### src/rtl/alu_issue_ctrl.sv
// alu_issue_ctrl: in-order command queue driving registered ALU inputs and capturing results on a valid/ready port.
// Optional define ALU_ISSUE_CNT_EN adds the op_count completed-result counter port.
module alu_issue_ctrl #(
    parameter int DEPTH = 2
) (
    input  logic       clk,
    input  logic       rst_n,
    input  logic       cmd_valid,
    output logic       cmd_ready,
    input  logic [3:0] cmd_a,
    input  logic [3:0] cmd_b,
    input  logic [2:0] cmd_s,
    output logic [3:0] alu_a,
    output logic [3:0] alu_b,
    output logic [2:0] alu_s,
    input  logic [3:0] alu_y,
    output logic       res_valid,
    input  logic       res_ready,
    output logic [3:0] res_y,
    output logic [2:0] res_s,
`ifdef ALU_ISSUE_CNT_EN
    output logic [7:0] op_count,
`endif
    output logic       busy
);
    localparam int AW = $clog2(DEPTH);
    typedef enum logic [1:0] {IDLE, EVAL, HOLD} state_t;
    state_t state_q, state_d;
    logic [10:0] mem_q [DEPTH];
    logic [AW:0] wr_q, rd_q;
    logic [3:0] alu_a_q, alu_b_q, res_y_q;
    logic [2:0] alu_s_q, res_s_q;
    logic res_valid_q, avail_q;
    logic empty, full, push, pop, res_hs;
`ifdef ALU_ISSUE_CNT_EN
    logic [7:0] op_count_q;
    assign op_count = op_count_q;
`endif
    assign empty = wr_q == rd_q;
    assign full = (wr_q ^ rd_q) == {1'b1, {AW{1'b0}}};
    assign cmd_ready = !full;
    assign push = cmd_valid && !full;
    assign res_hs = res_valid_q && res_ready;
    assign {alu_a, alu_b, alu_s} = {alu_a_q, alu_b_q, alu_s_q};
    assign {res_valid, res_y, res_s} = {res_valid_q, res_y_q, res_s_q};
    assign busy = state_q != IDLE || !empty;
    // avail_q delays queue visibility by one cycle so a fresh push is never popped on its own edge
    always_comb begin
        state_d = state_q;
        pop = 1'b0;
        unique case (state_q)
            IDLE: begin
                pop = avail_q && !empty;
                state_d = pop ? EVAL : IDLE;
            end
            EVAL: state_d = HOLD;
            HOLD: if (res_hs) begin
                pop = avail_q && !empty;
                state_d = pop ? EVAL : IDLE;
            end
            default: state_d = IDLE;
        endcase
    end
    always_ff @(posedge clk) begin
        if (push) mem_q[wr_q[AW-1:0]] <= {cmd_a, cmd_b, cmd_s};
    end
    always_ff @(posedge clk or negedge rst_n) begin
        if (!rst_n) begin
            state_q <= IDLE;
            wr_q <= '0;
            rd_q <= '0;
            avail_q <= 1'b0;
            {alu_a_q, alu_b_q, alu_s_q} <= '0;
            {res_valid_q, res_y_q, res_s_q} <= '0;
`ifdef ALU_ISSUE_CNT_EN
            op_count_q <= '0;
`endif
        end else begin
            state_q <= state_d;
            avail_q <= !empty;
            if (push) wr_q <= wr_q + 1'b1;
            if (pop) begin
                rd_q <= rd_q + 1'b1;
                {alu_a_q, alu_b_q, alu_s_q} <= mem_q[rd_q[AW-1:0]];
            end
            if (state_q == EVAL) begin
                res_y_q <= alu_y;
                res_s_q <= alu_s_q;
                res_valid_q <= 1'b1;
            end else if (res_hs) begin
                res_valid_q <= 1'b0;
            end
`ifdef ALU_ISSUE_CNT_EN
            if (res_hs) op_count_q <= op_count_q + 8'd1;
`endif
        end
    end
endmodule

### config.mk
export PLATFORM = sky130hd
export DESIGN_NAME = alu_issue_ctrl
export DESIGN_NICKNAME = d
export VERILOG_FILES = /design/src/rtl/alu_issue_ctrl.sv
export SDC_FILE = /design/constraint.sdc
export NUM_CORES = 1
export LEC_CHECK = 0
export ABC_AREA = 1
export ABC_CLOCK_PERIOD_IN_PS = 1720
export CORE_UTILIZATION = 35
export CTS_BUF_LIST = sky130_fd_sc_hd__clkbuf_4 sky130_fd_sc_hd__clkbuf_8
export DETAILED_ROUTE_END_ITERATION = 7
export GPL_ROUTABILITY_DRIVEN = 0
export HOLD_SLACK_MARGIN = 0.1
export PLACE_DENSITY = 0.72
export SLEW_MARGIN = 30
export SYNTH_ARGS = -nofsm -noshare
export SYNTH_HDL_FRONTEND = slang
export SYNTH_SLANG_ARGS = --single-unit
### constraint.sdc
create_clock -name clk -period 1.72 [get_ports clk]
set_input_delay 0.344 -clock clk [delete_from_list [all_inputs] [get_ports clk]]
set_output_delay 0.344 -clock clk [all_outputs]
set_load 0.02 [all_outputs]
# Word-level counts from Yosys, hierarchy flattened

Memory sizes are Yosys's and may differ from the RTL's. A register that Yosys moved wholly into a read port is not among the register bits.
Cells that the tools add are included.

Flip-flop bits (word level): 15
Latch bits: 0
RAM bits: 22
Memory bits (read-only): 0
Output and inout bits: 21
Memories: 1

Add/subtract/negate cells: 2
$mul: 0
Divide/modulo/power cells: 0
Magnitude comparators: 0
Equality and inequality tests: 5
Shift-type cells: 0
Multiplexer cells: 9
Bitwise logic cells: 1
Reduce and logical (&&, ||, !) cells: 10

Memory list:

| name  | depth | bits a word | rd ports | clocked after Yosys merged registers in | wr ports | RTL line | RTL |
|---|---|---|---|---|---|---|---|
| mem_q | 2     | 11          | 1        | 1                                       | 1        | 29       | `logic [10:0] mem_q [DEPTH];` |

Operators with widths:

| kind                  | count |
|---|---|
| $mux W1               | 6 |
| $pmux W2 S3           | 1 |
| $add A2 B1 Y2 const B | 2 |
| $eq A2 B2 Y1 const B  | 2 |
| $reduce_bool A2 Y1    | 2 |
| $logic_and A1 B1 Y1   | 3 |
| $logic_not A1 Y1      | 3 |
| $eq A2 B1 Y1 const B  | 1 |
| $eq A2 B2 Y1          | 1 |
| $logic_not A2 Y1      | 1 |
| $mux W2               | 1 |
| $ne A2 B2 Y1 const B  | 1 |
| $pmux W1 S2           | 1 |
| $xor A2 B2 Y2         | 1 |
| $logic_or A1 B1 Y1    | 1 |

# Logic depth before layout (Yosys ltp)

Word-level depth: 6
Mapped depth: 8
Gate-level depth less buffers: 7

# Least setup slack after synthesis

OpenSTA, ideal clock, no wires.

Path type: register -> register
Start point: register rd_q[0]
End point: memory mem_q[1][0], enable pin
Setup time: 0.378 ns
Arrival time: 1.472 ns
Required time: 1.342 ns
Slack: -0.130 ns
Stages on the path, launching flop included: 7
Buffers on the path: 0
Clock period less this slack: 1.850 ns
Cells stage by stage: dfrtp_1 -> inv_2 -> nand2_1 -> nand2_2 -> nand3_1 -> nand2_1 -> nor2_1

Cells in the longest elaborated chain, start to end: 6

Ends and longest elaborated chain:

| element                       | RTL line | RTL |
|---|---|---|
| start: declaration            | 30       | `logic [AW:0] wr_q, rd_q;` |
| start signal: assignment      | 83       | `rd_q <= rd_q + 1'b1;` |
| $xor A2 B2 Y2                 | 40       | `assign full = (wr_q ^ rd_q) == {1'b1, {AW{1'b0}}};` |
| $eq A2 B2 Y1                  | 40       |  |
| $logic_not A1 Y1              | --       |  |
| via cmd_ready                 | 9        | `output logic cmd_ready,` |
| $logic_and A1 B1 Y1           | 42       | `assign push = cmd_valid && !full;` |
| $mux W1                       | 65       | `if (push) mem_q[wr_q[AW-1:0]] <= {cmd_a, cmd_b, cmd_s};` |
| $mux W1 (implied by the code) | 65       |  |
| end: declaration              | 29       |  |

The timed path passes the listed nets, and every way through them passes these cells.

# Worst setup path after layout

Start point: register alu_s_q[1] (netlist: alu_s[1]) (read register of mem_q)
End point: output alu_s[1]

RTL lines:

| element            | RTL line | RTL |
|---|---|---|
| start: declaration | 32       | `logic [2:0] alu_s_q, res_s_q;` |
| end: declaration   | 15       | `output logic [2:0] alu_s,` |

No word-level cell between the ends.

==> results.sh <==
export IMPL_cts_reportedPaths_clkPinSlew_ns=0.08
export IMPL_finalSetupViolCount=0
export IMPL_critPathMaxFanout=3
export IMPL_fin_crit_ns=1.62
export IMPL_die_y_um=75.9
export IMPL_fin_hold_ws_ns=0.418
export IMPL_cp_slowest_stage_delay_ns=0.61
export IMPL_period_share_pct=94.1
export IMPL_yosysSeqAreaShare_pct=68.6
export IMPL_post_cts_buffers=0
export IMPL_syn_num_nets=190
export IMPL_ys_flop_type="dfrtp_1"
export IMPL_maxCapViolCount=0
export IMPL_yosys_top_cells_count="nand2_1 (75), dfrtp_1 (26), edfxtp_1 (22)"
export IMPL_path_buf_inv=1
export IMPL_crit_family="buffers and inverters"
export IMPL_rrSetupSlack_ns=0.31
export IMPL_area_growth_pct=32.9
export IMPL_p_leak_nw=1.14
export IMPL_synthCells=171
export IMPL_p_seq_share_pct=37.8
export IMPL_yosysTopAreaCell="edfxtp_1"
export IMPL_p_switching_mw=1.84
export IMPL_drtAntennaViolNets=0
export IMPL_num_nets_final=238
export IMPL_synthesis_area_mm2=0.00191
export IMPL_drt_initial_drc_count=87
export IMPL_power_frac_comb_pct=46.1
export IMPL_core_mm2=0.00517
export IMPL_cp_cell_sequence="clkdlybuf4s50_1"
export IMPL_cp_depth=1
export IMPL_slew_headroom_pct=76.5
export IMPL_worstSkewPairLatency_ns=0.29
export IMPL_synth_area_leaders="edfxtp_1 (35%), dfrtp_1 (34%), nand2_1 (15%), nand4_1 (4.3%), mux2_2 (4.1%)"
export IMPL_cts_tree="done"
export IMPL_p_int_mw=3.07
export IMPL_placementRows=26
export IMPL_vdd_drop_max_uv=676
export IMPL_grt_pass1_vias=1226
export IMPL_syn_avg_cell_area_um2=11.2
export IMPL_cts_buffers=5
export IMPL_reg2reg_to="mem_q[1][5]"
export IMPL_cp_arrival_ns=1.28
export IMPL_final_core_util_pct=49.1
export IMPL_grtUsageTotal_pct=12.7
export IMPL_yosysWarningCount=0
export IMPL_synth_edf_count=22
export IMPL_grt_max_degree=27
export IMPL_swShare_pct=37.5
export IMPL_clk_path_buf_depth=2
export IMPL_dr_pass1_iters=4
export IMPL_cts_hold_buf=0
export IMPL_n_antenna_cell=0
export IMPL_yosysTopAreaCellShare_pct=34.6
export IMPL_grt_antenna_before_repair=0
export IMPL_hold_viol=0
export IMPL_grt_pass1_wl_um=5670
export IMPL_drc_errors=0
export IMPL_rsz0062_at_grt="no"
export IMPL_htree_levels=2
export IMPL_dr_total_vias=1295
export IMPL_vias_per_cell=4.47
export IMPL_start_util_pct=37.0
export IMPL_finalClockSkew_ns=0.00392
export IMPL_hp_class="input port to asynchronous set/reset pin"
export IMPL_ys_ff_latch=48
export IMPL_drive_gt1_share_pct=15.0
export IMPL_clkSinkCount=48
export IMPL_yosysUniqueCellTypes=19
export IMPL_required_ns=1.38
export IMPL_startpoint_type="register"
export IMPL_avgRoutedWirePerCell_um=11.3
export IMPL_worstSetupPathType="register to primary output"
export IMPL_regToRegStartpoint="wr_q[0]"
export IMPL_slew_violations=0
export IMPL_cpMaxStageDelayCell="clkdlybuf4s50_1"
export IMPL_synthArstFlopShare_pct=54.2
export IMPL_fmax_mhz=618
export IMPL_die_area_mm2=0.00576
export IMPL_crit_path_end_kind="primary output"
export IMPL_portBuffers=39
export IMPL_grt_overflow=0
export IMPL_fin_setup_tns_ns=0
export IMPL_wl_um=3270
export IMPL_yosysMostFrequentCell="nand2_1"
export IMPL_die_w_um=75.9
export IMPL_cts_root_buf="clkbuf_8"
export IMPL_worst_slew_pin_slew_ns=0.351
export IMPL_r2r_cells=7
export IMPL_pwr_share_clk_pct=16.0
export IMPL_hpwl_um=2260
export IMPL_io_pins=40
export IMPL_outcome="complete, no violations"
export IMPL_power_density_mw_per_mm2=1930
## worst max path at each step
| stage | start | end | slack [ns] |
|---|---|---|---|
| final | alu_s[1] | alu_s[1] | 0.10 |
| after global routing | wr_q[0] | cmd_ready | 0.02 |
| after CTS | wr_q[0] | cmd_ready | 0.003 |
| after detailed placement | wr_q[0] | cmd_ready | 0.05 |
| after global placement | rd_q[0] | cmd_ready | 0.07 |
| after floorplan | rd_q[0] | mem_q[1][0] | 0.04 |
## registers in the layout (all words and copies together) (netlist names)
name,flops
mem_q,22
wr_q,2
res_valid,1
res_y,4
state_q,2
rd_q,2
alu_s,3
alu_b,4
avail_q,1
res_s,3
alu_a,4
## per-layer routing
metal  part of all wire, %  vias up  GRT usage (%)
li1                      -      660              -
met1                    45      598           14.7
met2                    48       33           21.6
met3                   5.7        4           4.58
met4                  0.92        0           4.62
met5                     0        -              0
## cells by family after synthesis
group	synth area share [%]
AO/OA/AOI/OAI	0.524
XOR/XNOR	0.458
buffers and inverters	3.73
flip-flops	68.6
multiplexers	4.12
AND/OR/NAND/NOR	22.6
## power by group through the flow
stage / clock network [mW] / logic (mW) / registers [mW]
after CTS: 0.820 / 2.31 / 1.86
after global routing: 0.861 / 2.51 / 1.91
after global placement: 0 / 2.29 / 1.87
after floorplan: 0 / 1.18 / 2.13
final: 0.786 / 2.26 / 1.85
after detailed placement: 0 / 2.31 / 1.88
## placed cells by master, fill, tap and decap left out
master	n
buf_12	2
buf_2	1
buf_4	6
bufinv_16	1
clkbuf_2	1
clkbuf_4	1
clkbuf_8	5
clkdlybuf4s50_1	37
clkinv_2	1
dfrtp_1	26
edfxtp_1	22
inv_1	6
inv_2	3
mux2_2	7
nand2_1	75
nand2_2	1
nand2_4	1
nand3_1	4
nand3_4	1
nand4_1	13
nor2_1	1
nor2_2	2
o21ai_0	2
xor2_1	1
## stage by stage
step / power (mW) / cell area, um2 / setup WS [ns] / std cells
5_1_grt: 5.28 / 2540 / 0.0185 / 290
3_5_place_dp: 4.19 / 2440 / 0.0495 / 282
3_3_place_gp: 4.16 / 2440 / 0.0745 / 282
6_report: 4.90 / 2540 / 0.101 / 290
2_1_floorplan: 3.31 / 1910 / 0.0433 / 171
4_1_cts: 4.99 / 2550 / 0.00322 / 290
## repair_timing
| action | CTS | global route |
|---|---|---|
| cloned | 0 | 0 |
| resized for setup | 5 | 2 |
| endpoints found under the setup margin | 2 | 2 |
## final cells by class
| type | instances | area (um2) |
|---|---|---|
| fillers | 444 | 2630 |
| flip-flops and latches | 48 | 1310 |
| clock inverters | 2 | 35.0 |
| well taps | 70 | 87.6 |
| repair buffers | 47 | 465 |
| inverters | 9 | 33.8 |
| multi-input cells | 108 | 532 |
| clock buffers | 6 | 76.3 |
Power figures use the tool's default switching activity.
